<file path="src/rtl/seg_scan_pkg.sv">
// Shared constants and types for the four-digit seven-segment scan controller.
package seg_scan_pkg;

  // Active-low segment patterns that are not digit encodings
  localparam logic [6:0] SEG_BLANK = 7'h7F;
  localparam logic [6:0] SEG_DASH  = 7'h3F;

  // Bit positions inside the {g,f,e,d,c,b,a} segment vector
  localparam int SEG_A_BIT = 0;
  localparam int SEG_B_BIT = 1;
  localparam int SEG_C_BIT = 2;
  localparam int SEG_D_BIT = 3;
  localparam int SEG_E_BIT = 4;
  localparam int SEG_F_BIT = 5;
  localparam int SEG_G_BIT = 6;

  // Digit slot index, 0 = rightmost digit
  typedef logic [1:0] slot_t;

endpackage

</file>
<file path="src/rtl/bcd_to_seg7.sv">
// BCD nibble to active-low seven-segment pattern; non-BCD nibbles show a dash.
module bcd_to_seg7
  import seg_scan_pkg::*;
(
  input  logic [3:0] i_nibble,
  output logic [6:0] o_seg
);

  // Table lookup of the segment pattern for one nibble
  always_comb begin
    o_seg = SEG_DASH;
    case (i_nibble)
      4'd0:    o_seg = 7'h40;
      4'd1:    o_seg = 7'h79;
      4'd2:    o_seg = 7'h24;
      4'd3:    o_seg = 7'h30;
      4'd4:    o_seg = 7'h19;
      4'd5:    o_seg = 7'h12;
      4'd6:    o_seg = 7'h02;
      4'd7:    o_seg = 7'h78;
      4'd8:    o_seg = 7'h00;
      4'd9:    o_seg = 7'h10;
      default: o_seg = SEG_DASH;
    endcase
  end

endmodule

</file>
<file path="src/rtl/seg_scan_ctrl.sv">
// Four-digit seven-segment scan controller. New scores are held in a shadow
// register and copied to the displayed register only at the frame wrap.
// Optional feature macro: SEG_LEADING_ZERO_BLANK_EN (leading-zero blanking).
module seg_scan_ctrl
  import seg_scan_pkg::*;
#(
  parameter int TICK_DIV = 100000
) (
  input  logic        clk,
  input  logic        rst_n,
  input  logic        load_valid,
  output logic        load_ready,
  input  logic [15:0] digits_in,
  output logic [3:0]  an,
  output logic [6:0]  seg,
  output logic        dp,
  output logic        frame_start
);

  localparam int            PW       = $clog2(TICK_DIV);
  localparam logic [PW-1:0] PRE_TERM = PW'(TICK_DIV - 1);

  logic [PW-1:0] r_presc;
  slot_t         r_slot;
  logic [15:0]   r_active;
  logic [15:0]   r_shadow;
  logic          r_pending;
  logic [3:0]    r_an;
  logic [6:0]    r_seg;
  logic          r_dp;
  logic          r_frame_start;

  logic          w_tick;
  logic          w_wrap;
  logic          w_accept;
  logic [3:0]    w_nibble;
  logic [6:0]    w_seg_enc;
  logic [6:0]    w_seg_next;
  logic [3:0]    w_an_next;
  logic          w_dp_next;

  assign w_tick     = (r_presc == PRE_TERM);
  assign w_wrap     = w_tick & (r_slot == 2'd3);
  assign w_accept   = load_valid & ~r_pending;
  assign load_ready = ~r_pending;

  // Prescaler and digit slot counter
  always_ff @(posedge clk or negedge rst_n) begin
    if (!rst_n) begin
      r_presc <= '0;
      r_slot  <= 2'd0;
    end else if (w_tick) begin
      r_presc <= '0;
      r_slot  <= r_slot + 2'd1;
    end else begin
      r_presc <= r_presc + PW'(1);
    end
  end

  // Load handshake into the shadow register and transfer at the frame wrap
  always_ff @(posedge clk or negedge rst_n) begin
    if (!rst_n) begin
      r_shadow  <= 16'h0000;
      r_active  <= 16'h0000;
      r_pending <= 1'b0;
    end else begin
      if (w_wrap && r_pending) begin
        r_active <= r_shadow;
      end
      if (w_accept) begin
        // A load taken in the wrap cycle waits for the next wrap
        r_shadow  <= digits_in;
        r_pending <= 1'b1;
      end else if (w_wrap) begin
        r_pending <= 1'b0;
      end
    end
  end

  // Select the nibble and anode for the current slot
  always_comb begin
    w_nibble  = r_active[3:0];
    w_an_next = 4'b0001;
    case (r_slot)
      2'd0: begin w_nibble = r_active[3:0];   w_an_next = 4'b0001; end
      2'd1: begin w_nibble = r_active[7:4];   w_an_next = 4'b0010; end
      2'd2: begin w_nibble = r_active[11:8];  w_an_next = 4'b0100; end
      2'd3: begin w_nibble = r_active[15:12]; w_an_next = 4'b1000; end
      default: begin w_nibble = r_active[3:0]; w_an_next = 4'b0001; end
    endcase
  end

  bcd_to_seg7 u_enc (
    .i_nibble (w_nibble),
    .o_seg    (w_seg_enc)
  );

`ifdef SEG_LEADING_ZERO_BLANK_EN
  logic w_blank;

  // Blank a digit when it and every higher digit are zero; digit 0 always shows
  always_comb begin
    w_blank = 1'b0;
    case (r_slot)
      2'd3:    w_blank = (r_active[15:12] == 4'h0);
      2'd2:    w_blank = (r_active[15:8]  == 8'h00);
      2'd1:    w_blank = (r_active[15:4]  == 12'h000);
      default: w_blank = 1'b0;
    endcase
  end

  assign w_seg_next = w_blank ? SEG_BLANK : w_seg_enc;
`else
  assign w_seg_next = w_seg_enc;
`endif

  assign w_dp_next = (r_slot == 2'd1) ? 1'b0 : 1'b1;

  // Registered display outputs and frame pulse
  always_ff @(posedge clk or negedge rst_n) begin
    if (!rst_n) begin
      r_an          <= 4'b0000;
      r_seg         <= SEG_BLANK;
      r_dp          <= 1'b1;
      r_frame_start <= 1'b0;
    end else begin
      r_an          <= w_an_next;
      r_seg         <= w_seg_next;
      r_dp          <= w_dp_next;
      r_frame_start <= w_wrap;
    end
  end

  assign an          = r_an;
  assign seg         = r_seg;
  assign dp          = r_dp;
  assign frame_start = r_frame_start;

endmodule

</file>
<file path="config.mk">
export PLATFORM = sky130hd
export DESIGN_NAME = seg_scan_ctrl
export DESIGN_NICKNAME = d
export VERILOG_FILES = /design/src/rtl/seg_scan_pkg.sv /design/src/rtl/bcd_to_seg7.sv /design/src/rtl/seg_scan_ctrl.sv
export SDC_FILE = /design/constraint.sdc
export NUM_CORES = 1
export LEC_CHECK = 0
export CELL_PAD_IN_SITES_DETAIL_PLACEMENT = 2
export CELL_PAD_IN_SITES_GLOBAL_PLACEMENT = 2
export CORE_MARGIN = 3
export CORE_UTILIZATION = 38
export CTS_CLUSTER_DIAMETER = 150
export DETAILED_ROUTE_END_ITERATION = 6
export GPL_ROUTABILITY_DRIVEN = 0
export PLACE_DENSITY = 0.75
export RECOVER_POWER = 100
export SETUP_SLACK_MARGIN = 0.05
export SYNTH_ARGS = -nofsm -noshare
export SYNTH_HDL_FRONTEND = slang
export SYNTH_HIERARCHICAL = 1
export SYNTH_SLANG_ARGS = --single-unit
</file>
<file path="constraint.sdc">
create_clock -name clk -period 3.2 [get_ports clk]
set_clock_uncertainty 0.2 [all_clocks]
set_input_delay 0.32 -clock clk [delete_from_list [all_inputs] [get_ports clk]]
set_output_delay 0.32 -clock clk [all_outputs]
set_load 0.01 [all_outputs]
</file>
# --- Yosys cells after proc, flatten, opt, wreduce, memory -nomap -nowiden ---
# Memory sizes are Yosys's and may differ from the RTL's. A register that Yosys moved wholly into a read port is not among the register bits.
# Cells that the tools add are included.
# Widths: inputs -> output; s select.
word_totals:
  ff_bits: 58
  rom_bits: 112
  in_bits: 19
  output_inout_bits: 14
  wordCells: 28
  mem_count: 1
classes:
  addsub: 2
  eq_ne: 4
  n_mux: 6
  bitwise_logic: 3
  reduce_logical: 4
memory_table:
  columns: ["memory", "depth", "width", "rd", "rd_clocked_by_memory_dff", "wr", "line_no", "rtl"]
  rows:
  - ["(no name shown)", 16, 7, 1, 1, 0, "bcd_to_seg7.sv:12", "case (i_nibble)"]
op_table:
  columns: ["op", "n"]
  rows:
  - ["$pmux 4 s4", 2]
  - ["$add 17x1->17 const B", 1]
  - ["$eq 17x17->1 const B", 1]
  - ["$mux 17", 1]
  - ["$eq 2x2->1 const B", 2]
  - ["$mux 1", 3]
  - ["$add 2x1->2 const B", 1]
  - ["$and 1x1->1", 2]
  - ["$eq 2x1->1 const B", 1]
  - ["$logic_not 2->1", 1]
  - ["$reduce_bool 2->1", 1]
  - ["$logic_and 1x1->1", 1]
  - ["$logic_not 1->1", 1]
  - ["$not 1->1", 1]

# --- Depth between registers and ports, before layout ---
depth:
  word_depth: 4
  depth_mapped: 9
  ltp_nobuf: 9

# --- Modules after synthesis ---
# Netlist, hierarchy kept.
modules_own_cells:
  columns: ["mod", "n_inst", "cells_per_inst", "area_per_inst_um2", "seq_area_each_um2"]
  rows:
  - ["seg_scan_ctrl", 1, 190, 2691.3, 1636.6]
  - ["bcd_to_seg7", 1, 33, 205.2, 0.0]

# --- Least setup slack after synthesis ---
# OpenSTA, ideal clock, no wires.
synth_timing:
  path_kind: "register -> register"
  start: "reg r_presc[8]"
  end: "reg r_active[10]"
  setup_time_ns: 0.125
  t_arrival_ns: 2.056
  path_slack_ns: 0.818
  stages_incl_launch_ff: 7
  n_path_buf: 2
  cell_sequence: "dfrtp_1 or4bb_1 nor4_4 and3_1 buf_6 buf_12 mux2_4"
synth_between:
  elab_chain_len: 3
synth_rtl:
  columns: ["item", "line_no", "rtl"]
  rows:
  - ["start, declared", "seg_scan_ctrl.sv:23", "logic [PW-1:0] r_presc;"]
  - ["start signal, assigned", "seg_scan_ctrl.sv:56", "r_presc <= r_presc + PW'(1);"]
  - ["$eq 17x17->1", "seg_scan_ctrl.sv:42", "assign w_tick = (r_presc == PRE_TERM);"]
  - ["$and 1x1->1", "seg_scan_ctrl.sv:43", "assign w_wrap = w_tick & (r_slot == 2'd3);"]
  - ["$logic_and 1x1->1", "seg_scan_ctrl.sv:67", "if (w_wrap && r_pending) begin"]
  - ["end signal, assigned", "seg_scan_ctrl.sv:68", "r_active <= r_shadow;"]
  - ["end, declared", "seg_scan_ctrl.sv:25", "logic [15:0] r_active;"]
# No other way between the ends.
# A chain may end at the register's enable or synchronous reset.

# --- Worst setup path after layout ---
layout_timing:
  start: "reg r_presc[8]"
  end: "reg r_active[15]"
# The elaborated chain is that of the path after synthesis.

==> reports/qor.yml <==
min_from: "r_presc[0]"
cts-buffers-inserted: 9
crit_path_end_kind: "register"
ir_drop_mv: 0.292
netlist_instances: 223
critPathKind: "register to register"
maxSlewViolCount: 0
setup_violations: 0
synth_top_family_by_area: "multiplexers"
finalInstanceArea_mm2: 0.00348
synth.most_common_cell: "dfrtp_1"
worstMarginPinSlew_ns: 1.16
min_path_cells: 1
num-fill-cells: 727
place_area_mm2: 0.00331
cp_max_fo: 17
synth-xor-area-share_pct: 4.54
required_ns: 3.22
drt-total-wl_um: 6120
place_hpwl_um: 4360
syn_to_final_growth_pct: 20.2
synth.area.top_cells: "dfrtp_1, mux2_2, dfstp_2, ha_1, mux2_4"
maxSlewHeadroom_pct: 22.9
die_w_um: 93.3
reg2reg_to: "r_active[15]"
async_reset_ff_share_pct: 100
cts_root_buffer: "clkbuf_8"
grt_usage_pct: 16.0
ios: 33
synthSimpleGateAreaFrac_pct: 11.1
coreArea_mm2: 0.00733
synthDistinctLibCells: 36
r2r_start: "r_presc[8]"
antennaDiodeCount: 0
synth_common_cells: "dfrtp_1, mux2_2, nor2_1"
io_buffer_count: 32
fmax_ghz: 0.375
powerDensity_mw_per_mm2: 489
syn-num-nets: 255
syn_avg_cell_area_um2: 13.0
synth_edf_count: 0
clk_pin_slew_ns: 0.07
min_to: "r_presc[0]"
grt_overflow: 0
hold_viol: 0
leakagePower_nw: 1.62
clockBufferDepth: 2
synth_top_area_share_pct: 49.2
worstHoldPathType: "register to register"
synth.ff_latch_count: 65
drive_gt1_share_pct: 19.3
row_count: 31
ys_warn_count: 6
clk_latency_ns: 0.33
cts.htree.levels: 3
grt_pass1_wl_um: 10400
wl_per_cell_um: 16.6
cp.arrival_ns: 2.69
die-area_mm2: 0.00871
synthMuxAreaShare_pct: 15.0
grt_pass1_vias: 2109
synth_area_mm2: 0.00290
initial_core_util_pct: 39.5
status: "completed"
vias_per_cell: 4.97
synth_compound_area_share_pct: 3.33
reg2reg_depth: 5
final_nets: 296
grt_max_degree: 32
postCtsSetupBuffers: 0
antenna_found_initial: 0
cts.sinks: 65
drtIter0Drc: 56
startpoint_type: "register"
finalSetupTns_ns: 0
min_period_ns: 2.67
final.period_utilization_pct: 83.3
ff2ff_setup_slack_ns: 0.53
die_h_um: 93.3
cts_tree: "yes"
rsz0062_at_grt: "no"
ys_seq_area_share_pct: 56.5
cap_violations: 0
drc: 0
yosys_most_used_dff: "dfrtp_1"
synth-adder-area-share_pct: 5.62
vias: 1828
drtAntennaViolNets: 0
drt_pass1_iterations: 6
yosys.area.top_type: "dfrtp_1"
-- sequential cells by signal (all words and copies together), names as in the netlist --
| signal | flops |
|---|---|
| frame_start | 1 |
| seg | 7 |
| r_slot | 2 |
| r_active | 16 |
| dp | 1 |
| r_pending | 1 |
| r_shadow | 16 |
| r_presc | 17 |
| an | 4 |
-- stage by stage --
stage,util [%],power [W],cells,setup slack (ns),hold WS [ns]
after floorplan,-,0.000889,223,0.818,-0.176
after global placement,45.2,0.000934,351,0.753,0.0400
after detailed placement,45.2,0.000938,351,0.738,0.0440
after CTS,48.4,0.00174,368,0.705,0.217
after global routing,47.5,0.00179,368,0.372,0.322
final,47.5,0.00170,368,0.533,0.293
-- worst max path at each step --
| stage | start | to | slack [ns] | cells after the start |
|---|---|---|---|---|
| after global placement | r_presc[8] | r_active[2] | 0.75 | 5 |
| after global routing | r_presc[8] | r_active[15] | 0.37 | 5 |
| after CTS | r_presc[8] | r_active[15] | 0.70 | 5 |
| final | r_presc[8] | r_active[15] | 0.53 | 5 |
| after floorplan | r_presc[8] | r_active[10] | 0.82 | 6 |
| after detailed placement | r_presc[8] | r_active[4] | 0.74 | 5 |
-- cells in the final DEF (no fill, tap or decap), types with 2 or more instances in the layout --
cell              n
nor2b_1           2
nand3_1           5
nor4_1            4
nand2_1           8
or4bb_1           2
dlygate4sd3_1    15
inv_1            14
clkbuf_8         10
nor3_1            4
nand2b_1          2
nand4_1           4
nor2_1           18
a21oi_1           4
bufinv_16         2
a222oi_1          4
ha_1             13
and3_1            2
dfstp_2           8
clkdlybuf4s50_1  17
dfrtp_1          57
clkbuf_1          4
xor2_1            5
and2_0            2
clkbuf_2          2
mux2i_1           4
o21ai_0           4
mux2_1            9
mux2_2           23
xnor2_1          10
-- cell families (layout without fill, tap and decap cells) --
group	Yosys count	after routing
xor gates and xnor gates	15	15
and+or+nand+nor	58	58
muxes	36	36
buffers and inverters	22	68
adders and majority gates	13	13
AOI/OAI and AO/OA	14	14
DFF	65	65
-- routing by layer --
metal	share of wire, %	GRT usage [%]
met5	0	0
met4	1.9	7.69
met3	3.4	3.30
met2	51	27.2
met1	44	19.3
-- repair_timing --
item / in CTS / in global routing
hold buffers: 1 / 0
gates resized for setup: 0 / 0
endpoints found under the hold margin: 13 / 0
-- critical path: stages (launching register included) --
cell and delay, ns:
dfrtp_1 0.42, or4bb_1 0.52, nor4_1 0.43, and3_1 0.21, clkbuf_2 0.37, mux2_2 0.39
-- final cells by class --
class                           count  area, um^2  area share, %
Tap cell                           99         124           3.56
Clock buffer                       10         138           3.95
Multi-Input combinational cell    136        1100           31.5
Sequential cell                    65        1640           47.0
Inverter                           14        52.6           1.51
Clock inverter                      6        90.1           2.59
Timing Repair Buffer               38         345           9.92
-- power breakdown --
part | internal (W) | switching, W
clock network | 0.000462 | 0.000322
registers | 0.000845 | 0.0000113
logic | 0.0000366 | 0.0000246
No activity file was read; power rests on OpenSTA's default activity.
